<file path="src/rtl/discrete_mac_arbiter.sv">
// Shared signed 16x16 multiplier arbitrated between NUM_REQ filter stages.
// Latency: result 2 cycles after acceptance; fully pipelined, one acceptance per cycle.
// Backpressure: requesters hold req until gnt; frame-boundary overrun pulses flag requesters still waiting.
//
// Ports:
//   clk           - single clock, all logic on posedge
//   I_RST         - asynchronous, active-high reset
//   audio_clk_en  - one-cycle frame-start strobe
//   req/gnt       - per-requester request and combinational one-hot grant
//   op_a/op_b     - packed 16-bit signed operands, requester i at [16*i +: 16]
//   res/res_valid/res_id - scaled, saturated product, its strobe and owner index
//   overrun       - one-cycle pulse per requester unserved at a frame boundary
//
// Build option: define DISCRETE_MAC_ROUND_ROBIN_EN for round-robin priority;
// otherwise the lowest asserted index always wins.
module discrete_mac_arbiter #(
    parameter int NUM_REQ = 4,
    parameter int SHIFT   = 15
) (
    input  logic                         clk,
    input  logic                         I_RST,
    input  logic                         audio_clk_en,
    input  logic [NUM_REQ-1:0]           req,
    input  logic [NUM_REQ*16-1:0]        op_a,
    input  logic [NUM_REQ*16-1:0]        op_b,
    output logic [NUM_REQ-1:0]           gnt,
    output logic signed [15:0]           res,
    output logic                         res_valid,
    output logic [$clog2(NUM_REQ)-1:0]   res_id,
    output logic [NUM_REQ-1:0]           overrun
);

    localparam int IDW = $clog2(NUM_REQ);

    // Acceptance decode and operand select
    logic                  acc_vld;
    logic [IDW-1:0]        acc_id;
    logic signed [15:0]    a_sel;
    logic signed [15:0]    b_sel;

    // Stage 1: full-width product
    logic signed [31:0]    prod_q, prod_d;
    logic                  vld1_q, vld1_d;
    logic [IDW-1:0]        id1_q, id1_d;

    // Stage 2: scaled and saturated result
    logic signed [31:0]    shifted;
    logic signed [15:0]    sat_res;
    logic signed [15:0]    res_q, res_d;
    logic                  res_valid_q, res_valid_d;
    logic [IDW-1:0]        res_id_q, res_id_d;

    // Frame-boundary tracking
    logic [NUM_REQ-1:0]    pend_q, pend_d;
    logic [NUM_REQ-1:0]    overrun_q, overrun_d;

`ifdef DISCRETE_MAC_ROUND_ROBIN_EN
    logic [IDW-1:0]        ptr_q, ptr_d;

    // Scan from the lowest priority position up to the pointer so the
    // last hit (closest to the pointer) is the one that sticks.
    always_comb begin
        int idx;
        idx = 0;
        gnt = '0;
        for (int k = NUM_REQ - 1; k >= 0; k--) begin
            idx = int'(ptr_q) + k;
            if (idx >= NUM_REQ) begin
                idx = idx - NUM_REQ;
            end
            if (req[idx]) begin
                gnt = NUM_REQ'(1) << idx;
            end
        end
    end

    always_comb begin
        ptr_d = ptr_q;
        if (acc_vld) begin
            ptr_d = (acc_id == IDW'(NUM_REQ - 1)) ? '0 : acc_id + 1'b1;
        end
    end

    always_ff @(posedge clk or posedge I_RST) begin
        if (I_RST) begin
            ptr_q <= '0;
        end else begin
            ptr_q <= ptr_d;
        end
    end
`else
    // Fixed priority: downward scan leaves the lowest asserted index.
    always_comb begin
        gnt = '0;
        for (int k = NUM_REQ - 1; k >= 0; k--) begin
            if (req[k]) begin
                gnt = NUM_REQ'(1) << k;
            end
        end
    end
`endif

    // gnt is only ever raised on an asserted req, so any grant bit is an acceptance.
    always_comb begin
        acc_vld = 1'b0;
        acc_id  = '0;
        a_sel   = '0;
        b_sel   = '0;
        for (int i = 0; i < NUM_REQ; i++) begin
            if (gnt[i]) begin
                acc_vld = 1'b1;
                acc_id  = IDW'(i);
                a_sel   = op_a[i*16 +: 16];
                b_sel   = op_b[i*16 +: 16];
            end
        end
    end

    // Operands are consumed straight into the product register on the accept edge.
    always_comb begin
        prod_d = a_sel * b_sel;
        vld1_d = acc_vld;
        id1_d  = acc_id;
    end

    always_comb begin
        shifted = prod_q >>> SHIFT;
        if (shifted > 32'sd32767) begin
            sat_res = 16'sh7fff;
        end else if (shifted < -32'sd32768) begin
            sat_res = 16'sh8000;
        end else begin
            sat_res = shifted[15:0];
        end
    end

    // res and res_id hold their last values between results.
    always_comb begin
        res_d       = res_q;
        res_id_d    = res_id_q;
        res_valid_d = vld1_q;
        if (vld1_q) begin
            res_d    = sat_res;
            res_id_d = id1_q;
        end
    end

    // A requester is pending after any cycle it asked and was passed over.
    // It is only reported if it was already waiting and is still waiting
    // (not granted, not withdrawn) when the frame strobe arrives.
    always_comb begin
        pend_d    = req & ~gnt;
        overrun_d = audio_clk_en ? (pend_q & req & ~gnt) : '0;
    end

    always_ff @(posedge clk or posedge I_RST) begin
        if (I_RST) begin
            prod_q      <= '0;
            vld1_q      <= 1'b0;
            id1_q       <= '0;
            res_q       <= '0;
            res_valid_q <= 1'b0;
            res_id_q    <= '0;
            pend_q      <= '0;
            overrun_q   <= '0;
        end else begin
            prod_q      <= prod_d;
            vld1_q      <= vld1_d;
            id1_q       <= id1_d;
            res_q       <= res_d;
            res_valid_q <= res_valid_d;
            res_id_q    <= res_id_d;
            pend_q      <= pend_d;
            overrun_q   <= overrun_d;
        end
    end

    assign res       = res_q;
    assign res_valid = res_valid_q;
    assign res_id    = res_id_q;
    assign overrun   = overrun_q;

endmodule

</file>
<file path="config.mk">
export PLATFORM = sky130hd
export DESIGN_NAME = discrete_mac_arbiter
export DESIGN_NICKNAME = d
export VERILOG_FILES = /design/src/rtl/discrete_mac_arbiter.sv
export SDC_FILE = /design/constraint.sdc
export NUM_CORES = 1
export LEC_CHECK = 0
export BUFFER_PORTS_ARGS = -buffer_cell sky130_fd_sc_hd__clkbuf_2
export CORE_MARGIN = 2
export CORE_UTILIZATION = 30
export DETAILED_ROUTE_END_ITERATION = 8
export GPL_TIMING_DRIVEN = 0
export PLACE_DENSITY = 0.45
export SYNTH_ARGS = -nofsm -noshare
export SYNTH_HDL_FRONTEND = slang
export SYNTH_SLANG_ARGS = --single-unit
</file>
<file path="constraint.sdc">
create_clock -name clk -period 1.4 [get_ports clk]
set_input_delay 0.21 -clock clk [delete_from_list [all_inputs] [get_ports clk]]
set_output_delay 0.21 -clock clk [all_outputs]
set_load 0.005 [all_outputs]
</file>
==> impl_results.md <==
* Slew Limit Fails at 0
* GR Util met3 at 1.84%
* Synthesis Warnings at 0
* Syn avg cell area at 8.92 um^2
* GR Util All Layers at 20.3%
* Period utilization at 483%
* Met2 GRT Util at 35.5%
* CP Class: primary input to flop
* Asr flop ratio synth at 100%
* Initial DRC Count at 583
* Worst r2r dst: res[11]
* Final Net Count at 2066
* CTS tree: done
* WL/cell at 19.0 um
* Drt via density at 4.78
* Vias at 10.1k
* Post-Place Cell Area at 0.0136 mm^2
* Post-synth top flop: dfrtp_1
* Skew final at 4.31 ps
* Core Rows at 72
* Detailed-route DRC error count at 0
* Number of global-route vias before repair at 11.3k
* Post-synth EDFFs at 0
* First-pass GRT wire length at 63.2 mm
* Failing checks: negative setup slack
* Max Clk Rate at 148 MHz
* Fillers at 4054
* Met1 Usage GRT at 26.6%
* Clock transition at path regs at 60 ps
* Clock Path Buffers at 2
* Initial antenna violation count at 0
* Port Buffer Count at 159
* Final instance area at 0.0156 mm^2
* Max incr delay on CP at 540 ps
* Drt pass-1 iters at 5
* Max cap viols at 0
* Sequential area share after synthesis at 9.55%
* Die Ht at 202 um
* Crit path max fanout at 8
* Final hold violations at 0
* Seq cells post-synth at 45
* Hold EP: overrun[1]
* Die area at 0.0409 mm^2
* PnR worst setup slack at -5370 ps
* Most frequent cells in the layout: inv_1 (318), fa_1 (250), nor2_1 (172)
* Share of layout cells above drive strength 1 at 27.3%
* Post-Route WL at 40.0 mm
* Worst endpoint required time at 1600 ps
* Final HPWL DP at 32.8 mm
* Worst slew margin at 51.5%
* Crit path from: req[1]
* Unrepaired setup endpoints after global routing: yes
* Core area at 0.0387 mm^2
* Area Growth Syn to Fin at 31.9%
* Root buffer cell: clkbuf_16
* Critical path endpoint category: flop
* Startpoint types: primary input
* Hold Crit Depth at 2
* GPL Wtd Cong at 0.877
* Synth Cell Area at 0.0118 mm^2
* HP Start: audio_clk_en
* Mapped Nets at 1797
* Sink Count at 45
* Worst R2R Setup Slack at 180 ps
* Global route overflow at 0
* Fin crit period at 6770 ps
* Critical register-to-register path startpoint: prod_q[30]
* Num CTS Buffers at 5
* Antenna Nets Post-Route at 0
* Worst hold path class: primary input to flop
* CP max stage cell: fa_1
* Gate count of the mapped netlist at 1322
* Run status: complete, but fails checks
* Most common cell after layout, fill and taps aside: inv_1
* Arr. time, crit path at 6970 ps
* Worst-Margin Slew at 727 ps
* H-Tree Depth at 2
* Final Setup Violations at 20
* DIE WIDTH at 202 um
* Largest net degree at the start of global routing at 32
* I/O Pins at 162
* Clk Latency, worst-skew pair at 280 ps
* Starting Density at 30.5%
* Distinct cells, synth at 54
* Ant. Diodes at 0
* Worst Reg2Reg Path Length in Cells at 4
* GR peak layer: met2
* Most common cell on crit path: fa_1
## how the worst max path moves through the flow
stage	end	slack, ps	cells after the start
6_report	prod_q[24]	-5370	30
3_3_place_gp	prod_q[31]	-6970	27
4_1_cts	prod_q[31]	-5360	31
2_1_floorplan	prod_q[24]	-5220	27
5_1_grt	prod_q[31]	-5550	31
3_5_place_dp	prod_q[31]	-6810	27
## registers in the layout, indices dropped and copies added (netlist names)
register and cells:
res_valid_d 1, res_id 2, prod_q 17, id1_q 2, res_valid 1, res 16, pend_q 3, overrun 3
## routing by layer
metal  vias up  routed length (um)
met3        46                1990
li1       4580                   -
met4         0                1430
met2       244               20000
met1      5218               16600
met5         -                   0
## area by class of cell
cell class                 instances  area (um^2)  area share (%)
sequential                        45         1130            7.24
tap                              518          648            4.17
clock buffer                       7          143           0.917
inverter                         323         1210            7.79
multi-input combinational        897        10000            64.5
clock inverter                     1         30.0           0.193
timing repair buffer             265         1810            11.6
buffer                            54          563            3.62
## synth_stat cells, drive strengths merged, types with 5 or more instances
cell    instances  area share, %
a22oi          16            1.0
clkbuf         37            1.2
buf            20           0.76
a221o          23            2.0
nor2b           6           0.32
xor2            7           0.52
a221oi         28            2.1
o21ai          21           0.89
nand3           6           0.30
a21oi          31            1.3
dfrtp          45            9.5
nand2         126            4.0
or2             5           0.27
ha             79            8.4
fa            261             44
nand4           7           0.37
nor2          183            5.8
inv           323             10
xnor2          20            1.5
nand2b         10           0.53
o211ai         17            1.1
## through the flow
| step | std cells | hold WS, ps | utilization [%] | setup slack (ps) | TNS, ps |
|---|---|---|---|---|---|
| CTS | 2100 | 184 | 39.4 | -5360 | -87950 |
| detailed placement | 2002 | 178 | 35.1 | -6810 | -114670 |
| floorplan | 1322 | 321 | - | -5220 | -83380 |
| global route | 2110 | 201 | 40.2 | -5550 | -91760 |
| global placement | 1999 | 465 | 35.0 | -6970 | -135700 |
| finish | 2110 | 194 | 40.2 | -5370 | -88070 |
## timing repair
item                                   4_1_cts  5_1_grt
hold buffers                                 1        0
setup buffers                               89       11
cloned                                       2        0
endpoints found under the hold margin       14        0
resized for setup                          140       50
setup endpoints to repair                   36       33
pin swaps                                   57       28
## cell families after synthesis
family / after synthesis / synth area share (%)
adders and majority gates: 341 / 52.8
muxes: 5 / 0.467
buffers and inverters: 380 / 12.2
and+or+nand+nor: 363 / 12.8
AOI/OAI and AO/OA: 160 / 10.2
other: 1 / 0.0318
DFF: 45 / 9.55
xor gates and xnor gates: 27 / 2.00
## worst max-delay path, delay by kind of cell
kind                       cells  cell delay, ps
AOI/OAI and AO/OA              7            1510
xor gates and xnor gates       1             130
adders and majority gates      7            3160
buffers and inverters         12            1490
and+or+nand+nor                3             420
Power is left out: the tool's default activity adds up to more than one toggle a clock period on the data nets, which glitch-free logic cannot reach.
